File: src/rtl/serial_adder.sv
// Bit-serial adder: LSB-first ripple through a single full adder,
// one result every WIDTH+2 cycles.
module serial_adder #(
    parameter int WIDTH = 8
) (
    input  logic             clk,
    input  logic             rst_n,
    input  logic             start,
    input  logic [WIDTH-1:0] a,
    input  logic [WIDTH-1:0] b,
    output logic             busy,
    output logic             done,
    output logic [WIDTH-1:0] sum,
    output logic             cout
);

    localparam int CW = $clog2(WIDTH + 1);
    localparam logic [CW-1:0] LAST = CW'(WIDTH - 1);

    typedef enum logic [1:0] {
        IDLE,
        ADD,
        DONE
    } state_t;

    state_t state, state_nx;

    logic [WIDTH-1:0] areg, breg, sreg;
    logic [CW-1:0]    cnt;
    logic             carry;
    logic             hs, hc, fbit, fcarry;
    logic             last;

    // two half-adder stages plus an OR
    assign hs     = areg[0] ^ breg[0];
    assign hc     = areg[0] & breg[0];
    assign fbit   = hs ^ carry;
    assign fcarry = hc | (hs & carry);
    assign last   = (cnt == LAST);

    always_comb begin
        state_nx = state;
        unique case (state)
            IDLE:    if (start) state_nx = ADD;
            ADD:     if (last) state_nx = DONE;
            DONE:    state_nx = IDLE;
            default: state_nx = IDLE;
        endcase
    end

    always_ff @(posedge clk or negedge rst_n) begin
        if (!rst_n) begin
            state <= IDLE;
            busy  <= 1'b0;
            done  <= 1'b0;
        end else begin
            state <= state_nx;
            busy  <= (state_nx != IDLE);
            done  <= (state_nx == DONE);
        end
    end

    // sum/cout are a separate result register so they stay stable
    // between results, including while the next addition runs
    always_ff @(posedge clk or negedge rst_n) begin
        if (!rst_n) begin
            areg  <= '0;
            breg  <= '0;
            sreg  <= '0;
            cnt   <= '0;
            carry <= 1'b0;
            sum   <= '0;
            cout  <= 1'b0;
        end else begin
            unique case (state)
                IDLE: begin
                    if (start) begin
                        areg  <= a;
                        breg  <= b;
                        carry <= 1'b0;
                        cnt   <= '0;
                    end
                end
                ADD: begin
                    areg  <= areg >> 1;
                    breg  <= breg >> 1;
                    sreg  <= {fbit, sreg[WIDTH-1:1]};
                    carry <= fcarry;
                    cnt   <= cnt + CW'(1);
                    if (last) begin
                        sum  <= {fbit, sreg[WIDTH-1:1]};
                        cout <= fcarry;
                    end
                end
                default: ;
            endcase
        end
    end

endmodule

File: config.mk
export PLATFORM = sky130hd
export DESIGN_NAME = serial_adder
export DESIGN_NICKNAME = d
export VERILOG_FILES = /design/src/rtl/serial_adder.sv
export SDC_FILE = /design/constraint.sdc
export NUM_CORES = 1
export LEC_CHECK = 0
export ABC_AREA = 1
export CORE_UTILIZATION = 50
export DETAILED_ROUTE_END_ITERATION = 8
export PLACE_DENSITY_LB_ADDON = 0.12
export SETUP_SLACK_MARGIN = 0.02
export SYNTH_ARGS = -nofsm -noshare
export SYNTH_HDL_FRONTEND = slang
export SYNTH_SLANG_ARGS = --single-unit
File: constraint.sdc
create_clock -name clk -period 1.4 [get_ports clk]
set_input_delay 0.21 -clock clk [delete_from_list [all_inputs] [get_ports clk]]
set_output_delay 0.21 -clock clk [all_outputs]
set_load 0.01 [all_outputs]
==> results of run 1 <==
## path summary, 6_finish.rpt
path,startpoint,end,slack [ps],cells after the start
setup / recovery,cnt[1]$_DFFE_PN0P_,sum[5]$_DFFE_PN0P_,130,6
hold / removal,a[7],areg[7]$_DFFE_PN0P_,390,3
setup reg to reg,cnt[1]$_DFFE_PN0P_,sum[5]$_DFFE_PN0P_,130,6
hold reg to reg,sreg[3]$_DFFE_PN0P_,sum[2]$_DFFE_PN0P_,480,2
max in group asynchronous,rst_n,breg[1]$_DFFE_PN0P_,610,3
min in group asynchronous,rst_n,sum[0]$_DFFE_PN0P_,440,3
## repair_timing
item | CTS | global route
gates resized for setup | 11 | 2
pin swaps | 0 | 1
setup endpoints to repair | 11 | 9
cloned | 0 | 1
hold buffers | 1 | 0
buffers inserted | 0 | 1
endpoints found under the hold margin | 41 | 0
## power breakdown
part	switching (mW)	internal (mW)	leakage, nW
Sequential	0.298	1.68	0.521
Combinational	0.939	0.662	0.508
Clock	0.360	0.237	0.0314
## Yosys cell counts, drive strengths merged
| library cell | number |
|---|---|
| a21oi | 1 |
| buf | 8 |
| dfrtp | 41 |
| fa | 1 |
| ha | 1 |
| inv | 6 |
| nand2 | 80 |
| nand3 | 37 |
| nand4 | 1 |
| nor2 | 6 |
| o21ai | 7 |
| o21bai | 1 |
## registers in the layout (all words and copies together), names as in the netlist
signal  flops
areg        8
breg        8
busy        1
carry       1
cnt         4
cout        1
done        1
sreg        7
state       2
sum         8
## cells by family after synthesis
| group | Yosys count | share of synthesized area (%) |
|---|---|---|
| adder cells (fa/ha/maj) | 2 | 1.87 |
| flip-flops | 41 | 58.8 |
| AO/OA/AOI/OAI | 9 | 2.73 |
| AND/OR/NAND/NOR | 124 | 31.3 |
| buffers and inverters | 14 | 5.24 |
## worst reg2reg max path: stages, from the launching register on
cell	delay, ps
dfrtp_1	410
ha_1	220
nand2_1	100
nor2_2	180
nand2_2	140
nand2_1	80
nand2_1	50
## cell type report
class | count | share of cell area [%]
clock buffer | 7 | 2.59
tap | 46 | 2.70
timing repair buffer | 36 | 15.3
multi-input combinational | 136 | 29.9
sequential | 41 | 48.2
inverter | 6 | 1.29
## routing by layer
metal | up-vias | share of wire [%] | GRT usage [%]
li1 | 683 | - | -
met1 | 653 | 47 | 21.4
met2 | 37 | 46 | 32.1
met3 | 7 | 4.7 | 6.30
met4 | 0 | 2.2 | 9.09
met5 | - | 0 | 0
==> results.json, run 1 <==
{
  "clockRootBuffer": "clkbuf_4",
  "worst_pin_slew_ps": 501,
  "drt-initial-drc-count": 86,
  "rsz0062_at_grt": "true",
  "cpMostUsedCell": "nand2_1",
  "fmax_mhz": 787,
  "clk_latency_ps": 340,
  "nFillCells": 305,
  "die-area_um2": 3730,
  "final_cells": 272,
  "antenna_cells": 0,
  "io_pins": 30,
  "ys_types": 21,
  "drive_gt1_share_pct": 10.2,
  "core_area_um2": 3340,
  "cts_made_buffers": 5,
  "start_util_pct": 52.3,
  "fp-row-count": 21,
  "worstSetupPathType": "reg2reg",
  "place_worst_setup_slack_ps": 12.9,
  "maxCapViolations": 0,
  "clk_path_buf_depth": 2,
  "cp_slowest_cell": "dfrtp_1",
  "synth_top_area_share_pct": 58.8,
  "synth_area_um2": 1740,
  "die_w_um": 61.1,
  "grt_pass1_vias": 1204,
  "multiInputGateArea_um2": 636,
  "whs_ps": 391,
  "yosysSeqAreaShare_pct": 58.8,
  "ff_latch_area_um2": 1030,
  "nets": 247,
  "ant_nets": 0,
  "die_y_um": 61.1,
  "clock_sinks": 41,
  "cp-end-kind": "flip-flop",
  "finalSetupTns_ps": 0,
  "synth_top_area_cell": "dfrtp_1",
  "path_cells": "ha_1, nand2_1, nor2_2, nand2_2, nand2_1, nand2_1",
  "routed_via_density": 5.07,
  "place_congestion": 0.859,
  "leakage_nw": 1.06,
  "fin_worst_skew_ps": 6.55,
  "max-vdd-ir-drop_v": 0.000855,
  "crit_fanout": 5,
  "hold_viol": 0,
  "fin_area_um2": 2130,
  "post-route-period-util_pct": 90.8,
  "grt_max_degree": 42,
  "postPlaceCellArea_um2": 2060,
  "p_total_mw": 4.17,
  "relSlewSlack_pct": 66.6,
  "maxSlewViolCount": 0,
  "status": "completed",
  "grt_pass1_wl_mm": 4.99,
  "cp-start-kind": "flip-flop",
  "cts_tree": "built",
  "io_buffer_count": 29,
  "syn_to_final_growth_pct": 22.0,
  "ys_warn_count": 0,
  "grt_overflow": 0,
  "cp.arrival_ps": 1520,
  "min_path_type": "in2reg",
  "crit_family": "simple AND/OR/NAND/NOR gates",
  "place_hpwl_mm": 2.06,
  "drt_first_pass_iters": 4,
  "drt_wl_total_mm": 3.19,
  "fin_ws_ps": 129,
  "grt_usage_pct": 18.9,
  "antenna_found_initial": 0,
  "syn_inst": 190,
  "synth_nets": 211,
  "synth.avg_cell_area_um2": 9.18,
  "clkTransAtPathRegs_ps": 110,
  "period_needed_ps": 1270,
  "critPathRequiredTime_ps": 1640,
  "vias": 1380,
  "layout_common_cells": "nand2_1, dfrtp_1, nand3_1",
  "cp_num_buf_inv": 0,
  "setup_viol": 0,
  "wl_per_cell_um": 11.7,
  "ys_ff_latch": 41,
  "mostFrequentLayoutCell": "nand2_1",
  "place_inst": 262,
  "critical_path.max_stage_delay_ps": 410,
  "h-tree-depth": 2,
  "synthTopCellsByArea": "dfrtp_1, nand2_1, nand3_1, buf_6, nor2_4",
  "utilization_pct": 63.8,
  "drc": 0,
  "power.density_nw_per_um2": 1960
}
Note: power is estimated with default switching activity, not from simulation.
==> run 2, diff against run 1 <==
- REMOVE_ABC_BUFFERS: default -> 1
- SLEW_MARGIN: default -> 0
- TNS_END_PERCENT: default -> 1
==> run 2 against run 1 <==
First-iteration DRC count shrank 22%. Flip-flop and latch count unchanged. Non-clock buffer count increased by 2. Routed wire length up 4.6%. Fmax up 1.5%. Total power up 3.0%. Core utilization rose by 1.2 points. Global-route usage rose by 1.9 points.
==> results.json, run 2 (synthesis results as in run 1) <==
{
  "status": "completed",
  "max-vdd-ir-drop_v": 0.000940,
  "core_area_um2": 3340,
  "relSlewSlack_pct": 71.5,
  "place_congestion": 0.754,
  "die_w_um": 61.1,
  "cp-end-kind": "flip-flop",
  "drive_gt1_share_pct": 11.4,
  "cts_tree": "built",
  "grt_max_degree": 25,
  "maxCapViolations": 0,
  "critPathRequiredTime_ps": 1650,
  "finalSetupTns_ps": 0,
  "clk_path_buf_depth": 2,
  "p_total_mw": 4.30,
  "antenna_found_initial": 0,
  "min_path_type": "in2async",
  "multiInputGateArea_um2": 634,
  "fin_worst_skew_ps": 10.4,
  "die-area_um2": 3730,
  "routed_via_density": 5.11,
  "nets": 248,
  "worstSetupPathType": "reg2reg",
  "fin_ws_ps": 147,
  "whs_ps": 328,
  "ant_nets": 0,
  "h-tree-depth": 2,
  "grt_overflow": 0,
  "period_needed_ps": 1250,
  "mostFrequentLayoutCell": "nand2_1",
  "start_util_pct": 52.3,
  "grt_pass1_vias": 1247,
  "leakage_nw": 1.09,
  "grt_pass1_wl_mm": 5.49,
  "cts_made_buffers": 5,
  "place_worst_setup_slack_ps": 43.6,
  "drt_first_pass_iters": 4,
  "fmax_mhz": 798,
  "io_pins": 30,
  "hold_viol": 0,
  "vias": 1400,
  "clockRootBuffer": "clkbuf_4",
  "place_hpwl_mm": 2.17,
  "syn_to_final_growth_pct": 24.4,
  "antenna_cells": 0,
  "grt_usage_pct": 20.8,
  "die_y_um": 61.1,
  "largestRegisters": "areg: 8 flops, breg: 8 flops, sum: 8 flops",
  "cp-start-kind": "flip-flop",
  "drt-initial-drc-count": 67,
  "drc": 0,
  "io_buffer_count": 29,
  "post-route-period-util_pct": 89.5,
  "setup_viol": 0,
  "rsz0062_at_grt": "false",
  "layout_common_cells": "nand2_1, dfrtp_1, nand3_1",
  "nFillCells": 305,
  "worst_pin_slew_ps": 427,
  "drt_wl_total_mm": 3.34,
  "cp.arrival_ps": 1500,
  "maxSlewViolCount": 0,
  "fp-row-count": 21,
  "clk_latency_ps": 350,
  "power.density_nw_per_um2": 1980,
  "clock_sinks": 41,
  "ff_latch_area_um2": 1030,
  "crit_fanout": 9,
  "clkTransAtPathRegs_ps": 120,
  "wl_per_cell_um": 12.2
}
## run 2: final cells by class
class	instances	area share, %
clock buffers	7	3.00
multi-input cells	135	29.2
repair buffers	38	16.3
inverters	6	1.27
flip-flops and latches	41	47.3
well taps	46	2.65
clock inverters	1	0.231
## run 2: metal layers
| metal | track usage, % | wire length [um] |
|---|---|---|
| met3 | 4.41 | 142 |
| met5 | 0 | 0 |
| met4 | 11.7 | 74 |
| met2 | 32.3 | 1580 |
| met1 | 27.4 | 1540 |
## run 2: path summary, 6_finish.rpt
kind / from / end / depth (start not counted) / slack (ps)
max in group asynchronous: rst_n / sreg[1]$_DFFE_PN0P_ / 3 / 600
min reg2reg: sreg[1]$_DFFE_PN0P_ / sum[0]$_DFFE_PN0P_ / 2 / 480
min: rst_n / breg[6]$_DFFE_PN0P_ / 2 / 330
max reg2reg: cnt[0]$_DFFE_PN0P_ / sum[0]$_DFFE_PN0P_ / 6 / 150
min in group clk: b[7] / breg[7]$_DFFE_PN0P_ / 3 / 380
max: cnt[0]$_DFFE_PN0P_ / sum[0]$_DFFE_PN0P_ / 6 / 150
## run 2: power breakdown
part / switching, mW / total, mW / internal [mW]
clock: 0.376 / 0.667 / 0.291
sequential: 0.310 / 1.99 / 1.68
combinational: 0.948 / 1.65 / 0.698
## run 2: critical path: stages, from the launching register on
cell and delay (ps):
dfrtp_1 430, ha_1 220, nand2_1 100, nor2_2 160, nand2_4 110, nand2_1 80, nand2_1 50
## run 2: through the flow
| step | util (%) | cells | cell area [um2] |
|---|---|---|---|
| finish | 65.0 | 274 | 2170 |
| global route | 65.0 | 274 | 2170 |
| CTS | 64.1 | 271 | 2140 |
| detailed placement | 62.1 | 262 | 2070 |
| global placement | 62.1 | 262 | 2070 |
| floorplan | - | 182 | 1680 |
## run 2: timing repair
item	4_1_cts	5_1_grt
hold buffers	1	0
pin swaps	0	1
setup endpoints to repair	11	9
endpoints found under the hold margin	17	0
resized for setup	11	2
buffers inserted	0	3
==> run 3, diff against run 2 <==
- RECOVER_POWER: default -> 50
==> run 3 against run 2 <==
Via count down 0.50%. Die area stayed put. Routed wire length fell by 0.81%. Fmax fell by 0.89%. Combinational power about the same. Global-route usage unchanged. Total power shrank 0.49%. Sequential share of layout area is 0.38 points higher. Register-to-register slack hardly changed. Critical path type unchanged. Clock-buffer cell count unchanged. Non-clock buffer count did not move.
==> results.json, run 3 (synthesis results as in run 1) <==
{
  "drc": 0,
  "routed.top_layer": "met4",
  "largestRegisters": "areg: 8 flops, breg: 8 flops, sum: 8 flops",
  "critPathRequiredTime_ps": 1690,
  "grt_pass1_vias": 1247,
  "drive_gt1_share_pct": 11.4,
  "finalSetupTns_ps": 0,
  "cpMostUsedCell": "nand2_1",
  "die_y_um": 61.1,
  "grt_pass1_wl_mm": 5.49,
  "place_worst_setup_slack_ps": 43.6,
  "power.density_nw_per_um2": 1990,
  "h-tree-depth": 2,
  "ant_nets": 0,
  "crit_fanout": 10,
  "crit_family": "simple AND/OR/NAND/NOR gates",
  "wl_met1_mm": 1.53,
  "drt-initial-drc-count": 73,
  "setup_viol": 0,
  "fin_worst_skew_ps": 9.54,
  "clk_path_buf_depth": 2,
  "relSlewSlack_pct": 61.6,
  "clock_sinks": 41,
  "fin_ws_ps": 136,
  "core_area_um2": 3340,
  "wl_met3_um": 144,
  "fmax_mhz": 791,
  "die-area_um2": 3730,
  "nets": 248,
  "io_pins": 30,
  "grt_max_degree": 25,
  "cp.arrival_ps": 1550,
  "start_util_pct": 52.3,
  "cp-end-kind": "flip-flop",
  "cp-start-kind": "flip-flop",
  "worstSetupPathType": "reg2reg",
  "max-vdd-ir-drop_v": 0.000936,
  "place_hpwl_mm": 2.17,
  "drt_first_pass_iters": 4,
  "cp_num_buf_inv": 0,
  "hold_viol": 0,
  "clk_latency_ps": 350,
  "maxSlewViolCount": 0,
  "syn_to_final_growth_pct": 23.4,
  "clkTransAtPathRegs_ps": 120,
  "maxCapViolations": 0,
  "routed_via_density": 5.08,
  "antenna_found_initial": 0,
  "cts_tree": "built",
  "drt_wl_total_mm": 3.31,
  "leakage_nw": 1.08,
  "io_buffer_count": 29,
  "clockRootBuffer": "clkbuf_4",
  "grt_overflow": 0,
  "min_path_type": "in2async",
  "worst_pin_slew_ps": 577,
  "place_congestion": 0.754,
  "route.met2.wl_mm": 1.56,
  "critical_path.max_stage_delay_ps": 440,
  "post-route-period-util_pct": 90.3,
  "period_needed_ps": 1260,
  "fp-row-count": 21,
  "path_cells": "ha_1, nand3_1, nor2_4, nand2_1, nand2_1",
  "status": "completed",
  "wl_per_cell_um": 12.1,
  "antenna_cells": 0,
  "cts_made_buffers": 5,
  "vias": 1393,
  "cp_slowest_cell": "dfrtp_1",
  "die_w_um": 61.1,
  "rsz0062_at_grt": "false",
  "layout_common_cells": "nand2_1, dfrtp_1, nand3_1",
  "grt_usage_pct": 20.8,
  "mostFrequentLayoutCell": "nand2_1",
  "nFillCells": 308
}
## run 3: cell types whose count changed in the layout (fill, tap and decap cells not counted)
cell / delta
buf_12: -1
clkbuf_2: +2
buf_4: -1
## run 3: per-layer routing
layer / global-route usage [%] / vias up
met4: 11.7 / 0
met2: 32.3 / 40
met1: 27.4 / 662
met5: 0 / -
li1: - / 683
met3: 4.41 / 8
## run 3: worst paths after layout
kind	startpoint	end	slack, ps	depth (start not counted)
setup / recovery	cnt[0]$_DFFE_PN0P_	sum[2]$_DFFE_PN0P_	140	5
hold / removal	rst_n	areg[2]$_DFFE_PN0P_	310	2
setup reg to reg	cnt[0]$_DFFE_PN0P_	sum[2]$_DFFE_PN0P_	140	5
hold reg to reg	sreg[1]$_DFFE_PN0P_	sum[0]$_DFFE_PN0P_	480	2
max in group asynchronous	rst_n	sreg[1]$_DFFE_PN0P_	190	3
min in group clk	b[7]	breg[7]$_DFFE_PN0P_	380	3
## run 3: timing repair
action / 4_1_cts / 5_1_grt
setup buffers: 0 / 3
hold buffers: 1 / 0
endpoints found under the hold margin: 17 / 0
resized for setup: 11 / 2
endpoints found under the setup margin: 11 / 9
pin swaps: 0 / 1
## run 3: area by class of cell
type / count / area (um2) / share of cell area [%]
clock buffers: 7 / 65.1 / 3.02
clock inverters: 1 / 5.00 / 0.233
inverters: 6 / 27.5 / 1.28
multi-input cells: 135 / 634 / 29.5
flip-flops and latches: 41 / 1030 / 47.7
well taps: 46 / 57.6 / 2.67
repair buffers: 38 / 337 / 15.6
## run 3: worst reg2reg max path, cell delays in order, from the launching register on
cell     delay (ps)
dfrtp_1         440
ha_1            230
nand3_1         160
nor2_4          240
nand2_1          90
nand2_1          60
## run 3: where the power goes
part           switching (mW)  total (mW)  internal, mW
combinational           0.945        1.63         0.683
clock                   0.373       0.665         0.291
sequential              0.310        1.99          1.68
total                    1.63        4.28          2.65
## run 3: stage by stage
| step | instance area (um2) | instances | hold WS, ps | total power [mW] | util [%] |
|---|---|---|---|---|---|
| finish | 2150 | 274 | 314 | 4.28 | 64.5 |
| global route | 2150 | 274 | 324 | 4.66 | 64.5 |
| CTS | 2140 | 271 | 327 | 4.24 | 64.1 |
| detailed placement | 2070 | 262 | 170 | 3.67 | 62.1 |
| global placement | 2070 | 262 | 168 | 3.58 | 62.1 |
| floorplan | 1680 | 182 | -85.6 | 2.96 | - |
